<file path="src/rtl/alu_mdu_unit.sv">
// Integer ALU with an iterative multiply/divide unit: single-cycle ALU ops and
// illegal decodes answer the next cycle; MUL/DIV families take XLEN iterations.
module alu_mdu_unit #(
  parameter int XLEN  = 32,
  parameter int M_EXT = 1
) (
  input  logic            clk,
  input  logic            rst,
  input  logic            valid_in,
  input  logic            kill,
  input  logic [1:0]      ALUOp,
  input  logic [2:0]      func3,
  input  logic [6:0]      func7,
  input  logic [XLEN-1:0] a,
  input  logic [XLEN-1:0] b,
  output logic [3:0]      ALUControl,
  output logic [XLEN-1:0] result,
  output logic            result_valid,
  output logic            busy,
  output logic            illegal,
  output logic [1:0]      dbg_state
);
  // valid_in is taken on a rising edge only when busy=0 and kill=0; nothing is
  // queued. result_valid is a one-cycle pulse; result/ALUControl hold until the next.
  typedef enum logic [1:0] {S_IDLE, S_MUL, S_DIV, S_DONE} state_t;

  localparam logic [3:0] C_ADD = 4'b0000, C_SUB = 4'b0001, C_AND = 4'b0010,
                         C_OR  = 4'b0011, C_XOR = 4'b0100, C_SLT = 4'b0101,
                         C_SLTU = 4'b0110, C_MUL = 4'b1000, C_MULHU = 4'b1001,
                         C_DIV = 4'b1010, C_DIVU = 4'b1011, C_REM = 4'b1100,
                         C_REMU = 4'b1101, C_ILL = 4'b1111;
  localparam int CW = $clog2(XLEN) + 1;
  localparam logic [XLEN-1:0] MOST_NEG = {1'b1, {(XLEN-1){1'b0}}};

  state_t          state_q, state_d;
  logic [3:0]      ctl_q, ctl_d;
  logic [XLEN-1:0] result_q, result_d;
  logic            rv_q, rv_d, ill_q, ill_d;
  logic [XLEN-1:0] hi_q, hi_d, lo_q, lo_d, opb_q, opb_d;
  logic            qneg_q, qneg_d, rneg_q, rneg_d;
  logic [CW-1:0]   cnt_q, cnt_d;

  function automatic logic [3:0] base_op(input logic [2:0] f3);
    case (f3)
      3'b000:  base_op = C_ADD;
      3'b100:  base_op = C_XOR;
      3'b110:  base_op = C_OR;
      3'b111:  base_op = C_AND;
      3'b010:  base_op = C_SLT;
      3'b011:  base_op = C_SLTU;
      default: base_op = C_ILL;
    endcase
  endfunction

  function automatic logic [3:0] m_op(input logic [2:0] f3);
    case (f3)
      3'b000:  m_op = C_MUL;
      3'b011:  m_op = C_MULHU;
      3'b100:  m_op = C_DIV;
      3'b101:  m_op = C_DIVU;
      3'b110:  m_op = C_REM;
      3'b111:  m_op = C_REMU;
      default: m_op = C_ILL;
    endcase
  endfunction

  logic [3:0] dec;
  always_comb begin
    dec = C_ILL;
    case (ALUOp)
      2'b00: dec = C_ADD;
      2'b01: dec = C_SUB;
      2'b10: begin
        if (func7 == 7'b0000000)                   dec = base_op(func3);
        else if (func7 == 7'b0100000 && func3 == 3'b000) dec = C_SUB;
        else if (func7 == 7'b0000001 && M_EXT == 1) dec = m_op(func3);
      end
      default: dec = base_op(func3);
    endcase
  end

  logic [XLEN-1:0] alu_res;
  always_comb begin
    alu_res = '0;
    case (dec)
      C_ADD:  alu_res = a + b;
      C_SUB:  alu_res = a - b;
      C_AND:  alu_res = a & b;
      C_OR:   alu_res = a | b;
      C_XOR:  alu_res = a ^ b;
      C_SLT:  alu_res = {{(XLEN-1){1'b0}}, ($signed(a) < $signed(b))};
      C_SLTU: alu_res = {{(XLEN-1){1'b0}}, (a < b)};
      default: alu_res = '0;
    endcase
  end

  // One shift-add step (hi:lo holds partial product, lo shifts out multiplier)
  // and one restoring-division step (hi = remainder, lo = quotient/dividend).
  logic [XLEN:0]   mul_sum, div_sh, div_trial;
  logic [XLEN-1:0] mul_hi_n, mul_lo_n, div_hi_n, div_lo_n;
  always_comb begin
    mul_sum   = {1'b0, hi_q} + (lo_q[0] ? {1'b0, opb_q} : '0);
    mul_hi_n  = mul_sum[XLEN:1];
    mul_lo_n  = {mul_sum[0], lo_q[XLEN-1:1]};
    div_sh    = {hi_q, lo_q[XLEN-1]};
    div_trial = div_sh - {1'b0, opb_q};
    if (!div_trial[XLEN]) begin
      div_hi_n = div_trial[XLEN-1:0];
      div_lo_n = {lo_q[XLEN-2:0], 1'b1};
    end else begin
      div_hi_n = div_sh[XLEN-1:0];
      div_lo_n = {lo_q[XLEN-2:0], 1'b0};
    end
  end

  logic accept, is_signed_div, a_neg, b_neg, last_iter;
  always_comb begin
    state_d = state_q; ctl_d = ctl_q; result_d = result_q;
    rv_d = 1'b0; ill_d = 1'b0;
    hi_d = hi_q; lo_d = lo_q; opb_d = opb_q;
    qneg_d = qneg_q; rneg_d = rneg_q; cnt_d = cnt_q;
    accept        = valid_in && (state_q == S_IDLE) && !kill;
    is_signed_div = (dec == C_DIV) || (dec == C_REM);
    a_neg         = is_signed_div && a[XLEN-1];
    b_neg         = is_signed_div && b[XLEN-1];
    last_iter     = (cnt_q == CW'(XLEN-1));
    case (state_q)
      S_IDLE: if (accept) begin
        ctl_d = dec;
        case (dec)
          C_ILL: begin result_d = '0; ill_d = 1'b1; rv_d = 1'b1; end
          C_MUL, C_MULHU: begin
            hi_d = '0; lo_d = b; opb_d = a; cnt_d = '0; state_d = S_MUL;
          end
          C_DIV, C_DIVU, C_REM, C_REMU: begin
            if (b == '0) begin
              result_d = (dec == C_DIV || dec == C_DIVU) ? '1 : a;
              rv_d = 1'b1;
            end else if (is_signed_div && a == MOST_NEG && b == '1) begin
              result_d = (dec == C_DIV) ? a : '0;
              rv_d = 1'b1;
            end else begin
              hi_d = '0; lo_d = a_neg ? -a : a; opb_d = b_neg ? -b : b;
              qneg_d = a_neg ^ b_neg; rneg_d = a_neg; cnt_d = '0;
              state_d = S_DIV;
            end
          end
          default: begin result_d = alu_res; rv_d = 1'b1; end
        endcase
      end
      S_MUL: begin
        hi_d = mul_hi_n; lo_d = mul_lo_n; cnt_d = cnt_q + 1'b1;
        if (last_iter) begin
          result_d = (ctl_q == C_MULHU) ? mul_hi_n : mul_lo_n;
          rv_d = 1'b1; state_d = S_DONE;
        end
      end
      S_DIV: begin
        hi_d = div_hi_n; lo_d = div_lo_n; cnt_d = cnt_q + 1'b1;
        if (last_iter) begin
          if (ctl_q == C_DIV || ctl_q == C_DIVU)
            result_d = qneg_q ? -div_lo_n : div_lo_n;
          else
            result_d = rneg_q ? -div_hi_n : div_hi_n;
          rv_d = 1'b1; state_d = S_DONE;
        end
      end
      default: state_d = S_IDLE;
    endcase
    if (kill && state_q != S_IDLE) begin
      state_d = S_IDLE; rv_d = 1'b0; result_d = result_q;
    end
  end

  always_ff @(posedge clk) begin
    if (rst) begin
      state_q <= S_IDLE; ctl_q <= 4'b0000; result_q <= '0;
      rv_q <= 1'b0; ill_q <= 1'b0;
      hi_q <= '0; lo_q <= '0; opb_q <= '0;
      qneg_q <= 1'b0; rneg_q <= 1'b0; cnt_q <= '0;
    end else begin
      state_q <= state_d; ctl_q <= ctl_d; result_q <= result_d;
      rv_q <= rv_d; ill_q <= ill_d;
      hi_q <= hi_d; lo_q <= lo_d; opb_q <= opb_d;
      qneg_q <= qneg_d; rneg_q <= rneg_d; cnt_q <= cnt_d;
    end
  end

  // A kill seen during DONE suppresses that cycle's pulse.
  assign result_valid = rv_q && !(kill && state_q == S_DONE);
  assign illegal      = ill_q;
  assign ALUControl   = ctl_q;
  assign result       = result_q;
  assign busy         = (state_q != S_IDLE);
  assign dbg_state    = state_q;
endmodule

</file>
<file path="config.mk">
export PLATFORM = sky130hd
export DESIGN_NAME = alu_mdu_unit
export DESIGN_NICKNAME = d
export VERILOG_FILES = /design/src/rtl/alu_mdu_unit.sv
export SDC_FILE = /design/constraint.sdc
export NUM_CORES = 1
export LEC_CHECK = 0
export ABC_AREA = 1
export CELL_PAD_IN_SITES_DETAIL_PLACEMENT = 1
export CELL_PAD_IN_SITES_GLOBAL_PLACEMENT = 2
export CORE_MARGIN = 5
export CORE_UTILIZATION = 35
export DETAILED_ROUTE_END_ITERATION = 8
export PLACE_DENSITY_LB_ADDON = 0.1
export SLEW_MARGIN = 30
export SYNTH_ARGS = -nofsm -noshare
export SYNTH_HDL_FRONTEND = slang
export SYNTH_SLANG_ARGS = --single-unit
</file>
<file path="constraint.sdc">
create_clock -name clk -period 7.42 [get_ports clk]
set_clock_uncertainty 0.05 [all_clocks]
set_input_delay 1.484 -clock clk [delete_from_list [all_inputs] [get_ports clk]]
set_output_delay 1.484 -clock clk [all_outputs]
set_load 0.005 [all_outputs]
</file>
==> run metrics <==
synth unique cells=67; WS Path Type=input port to flip-flop; Final Routed Wirelength=116 mm; #FFs+latches synth=144; slowest stage delay, CP=0.60 ns; vias in the first global route=28200; IO Pins=121; post-CTS sizing=0; post-synthesis cell count=3862; post-route ant nets=0; Max Clock Freq=177 MHz; Mapped Nets=4117; # DRC=0; Final setup violation count=0; status=finished, final reports clean; crit end category=flip-flop; number of diodes=0; TNS Setup=0 ns; cts hold-fix bufs=0; IO Port Bufs=120; worst-path cell chain=clkdlybuf4s50_1 > inv_1 > ha_1 > inv_1 > nor3_4 > nand4_2 > nor3_4 > nand4_2 > or2_4 > nor4_4 > nand2_1 > nand3_2 > nand2_2 > nand2_4 > a21oi_4 > inv_2 > buf_4 > nand2_1 > a21oi_1; worst r2r src=lo_q[31]; RSZ-0062 raised after global routing=false; Non-Filler Cell Area, Final=24100 um2; slew margin rel.=30.4%; CP required=7.74 ns; CTS Root Cell=clkbuf_16; DR pass1 iterations=5; WP data arrival=5.98 ns; top_reg_cell synth=dfxtp_1; CP Buf/Inv Count=5; Crit-path slowest cell=clkdlybuf4s50_1; Die ar.=67300 um2; Post-Synthesis Cell Area=21800 um2; DR iter-0 viols=2308; Worst-path clk slew=0.08 ns; max-slew violation count=0; clock tree buffer depth=2; PD cells=285 nW/um2; Util after Layout=39.2%; GPL Wtd Cong=1.01; Clock Latency Late Sink=0.46 ns; startpoint types=input port; largest net degree at the start of global routing=82; FFs w/ async S/R, synth=0%; gr usage total=33.3%; CTS tree=built; Seq/Total Area, Yosys=13.2%; Num CTS Buffers=17; Slew @ Worst Pin=1.04 ns; post-CTS setup buffers=0; worst reg2reg endpoint=result[28]; max_cap viols=0; Starting Density=35.3%; cell family with most CP delay=simple AND/OR/NAND/NOR gates; Avg Cell Area, Syn=5.64 um2; Fin. Hold Viols=0; initial antenna violation count=1; filler instances=8544; via/cell ratio=5.77; Period Utilization, post-route=76.2%; minimum clock period=5.66 ns; Die H=259 um; GR Overflow Total=0; htree depth=4; Nets=4126; Cell Rows=91; Crit. Startpoint=a[1]; worst vdd ir=0.213 mV; Die Width=259 um; EDFF count, synth=0; DP Wirelength=94.1 mm; dpl cell area=23600 um2; leakage=0.0110 uW; CTS sink cnt=144; wire per inst=24.6 um; area delta synth->final=10.9%; Core ar.=61600 um2; reg2reg setup slack=1.81 ns; DR vias=27200; share of cells above drive strength 1=5.07%; crit path max fanout=45; cell count along the critical path=19; first-pass GRT wire length=174 mm; Worst Hold Class=flip-flop to flip-flop; number of synthesis warnings=0; R2R cell count=34; CP Capture Point=lo_q[12]
registers in the layout, indices dropped and copies added (netlist names):
name	count
ALUControl	4
qneg_q	1
lo_q	32
rneg_q	1
rv_q	1
opb_q	32
illegal	1
hi_q	32
result	32
cnt_q	6
dbg_state	2
worst min path at each step:
stage / depth (start not counted) / slack, ns / from / to
CTS: 2 / 0.43 / result[4] / result[4]
detailed placement: 2 / 0.42 / result[4] / result[4]
global route: 2 / 0.44 / result[4] / result[4]
finish: 2 / 0.43 / result[4] / result[4]
floorplan: 2 / 0.39 / opb_q[16] / opb_q[16]
global placement: 2 / 0.41 / result[16] / result[16]
metal layers:
| metal | routed length (um) | vias to the layer above | global-route usage [%] |
|---|---|---|---|
| li1 | - | 12800 | - |
| met1 | 50400 | 13300 | 42.7 |
| met2 | 53900 | 856 | 56.5 |
| met3 | 5300 | 228 | 3.05 |
| met4 | 6480 | 2 | 15.8 |
| met5 | 13 | - | 0 |
report_power, final:
part	switching (uW)	internal (uW)	total (uW)	leakage, uW
Sequential	172	908	1080	0.00117
Combinational	3590	1290	4890	0.00961
Clock	435	475	910	0.000268
per-stage QoR:
stage	power [uW]	instances	worst slack, ns	hold slack (ns)
floorplan	4080	3862	3.34	0.395
global placement	5800	4689	1.39	0.415
detailed placement	5880	4689	1.34	0.419
CTS	6800	4721	1.80	0.431
global route	7300	4721	1.38	0.438
finish	6880	4721	1.76	0.429
kinds of logic after synthesis:
family / Yosys count / share of synthesized area (%)
xor gates and xnor gates: 68 / 2.74
DFF: 144 / 13.2
AOI/OAI and AO/OA: 997 / 26.2
buffers and inverters: 683 / 12.4
adders and majority gates: 175 / 10.2
and+or+nand+nor: 1795 / 35.2
synth_stat cells, types with 17 or more instances:
cell / count / area, um2
o21ai_0: 271 / 1360
o211ai_1: 50 / 375
a21o_1: 19 / 143
nor3_1: 49 / 245
nand4_1: 42 / 263
clkbuf_1: 113 / 424
o22ai_1: 74 / 463
nor2_1: 357 / 1340
a31oi_1: 46 / 288
nand2_2: 28 / 175
inv_1: 489 / 1840
xor2_1: 47 / 412
nand2_1: 976 / 3660
xnor2_1: 21 / 184
o21ai_1: 24 / 120
ha_1: 171 / 2140
nand3_1: 266 / 1330
inv_2: 25 / 93.8
buf_2: 20 / 100
dfxtp_1: 144 / 2880
a21oi_1: 406 / 2030
nor4_1: 17 / 106
layout by cell type, fill, tap and decap left out, types with 17 or more instances in the layout:
cell	n
nand2_1	975
inv_1	489
a21oi_1	405
nor2_1	357
o21ai_0	271
nand3_1	265
ha_1	170
dfxtp_1	144
clkdlybuf4s50_1	119
o22ai_1	74
o211ai_1	50
nor3_1	48
xor2_1	47
a31oi_1	45
nand4_1	42
buf_4	35
nand2_2	29
inv_2	26
o21ai_1	24
xnor2_1	21
a21o_1	19
clkbuf_16	17
layout make-up:
| cell class | count | area (um2) | share of cell area, % |
|---|---|---|---|
| timing repair buffer | 154 | 1450 | 6.02 |
| clock buffer | 18 | 429 | 1.78 |
| multi-input combinational | 3035 | 16200 | 67.2 |
| clock inverter | 14 | 148 | 0.612 |
| tap | 837 | 1050 | 4.34 |
| sequential | 144 | 2880 | 11.9 |
| inverter | 519 | 1950 | 8.07 |
worst reg2reg max path, delay by kind of cell (launching register included):
family / cells / cell delay (ns)
buf+inv: 5 / 0.66
simple gates: 22 / 2.79
flops: 1 / 0.35
fa+ha+maj: 3 / 0.97
compound gates: 4 / 0.70
Power figures use the tool's default switching activity.
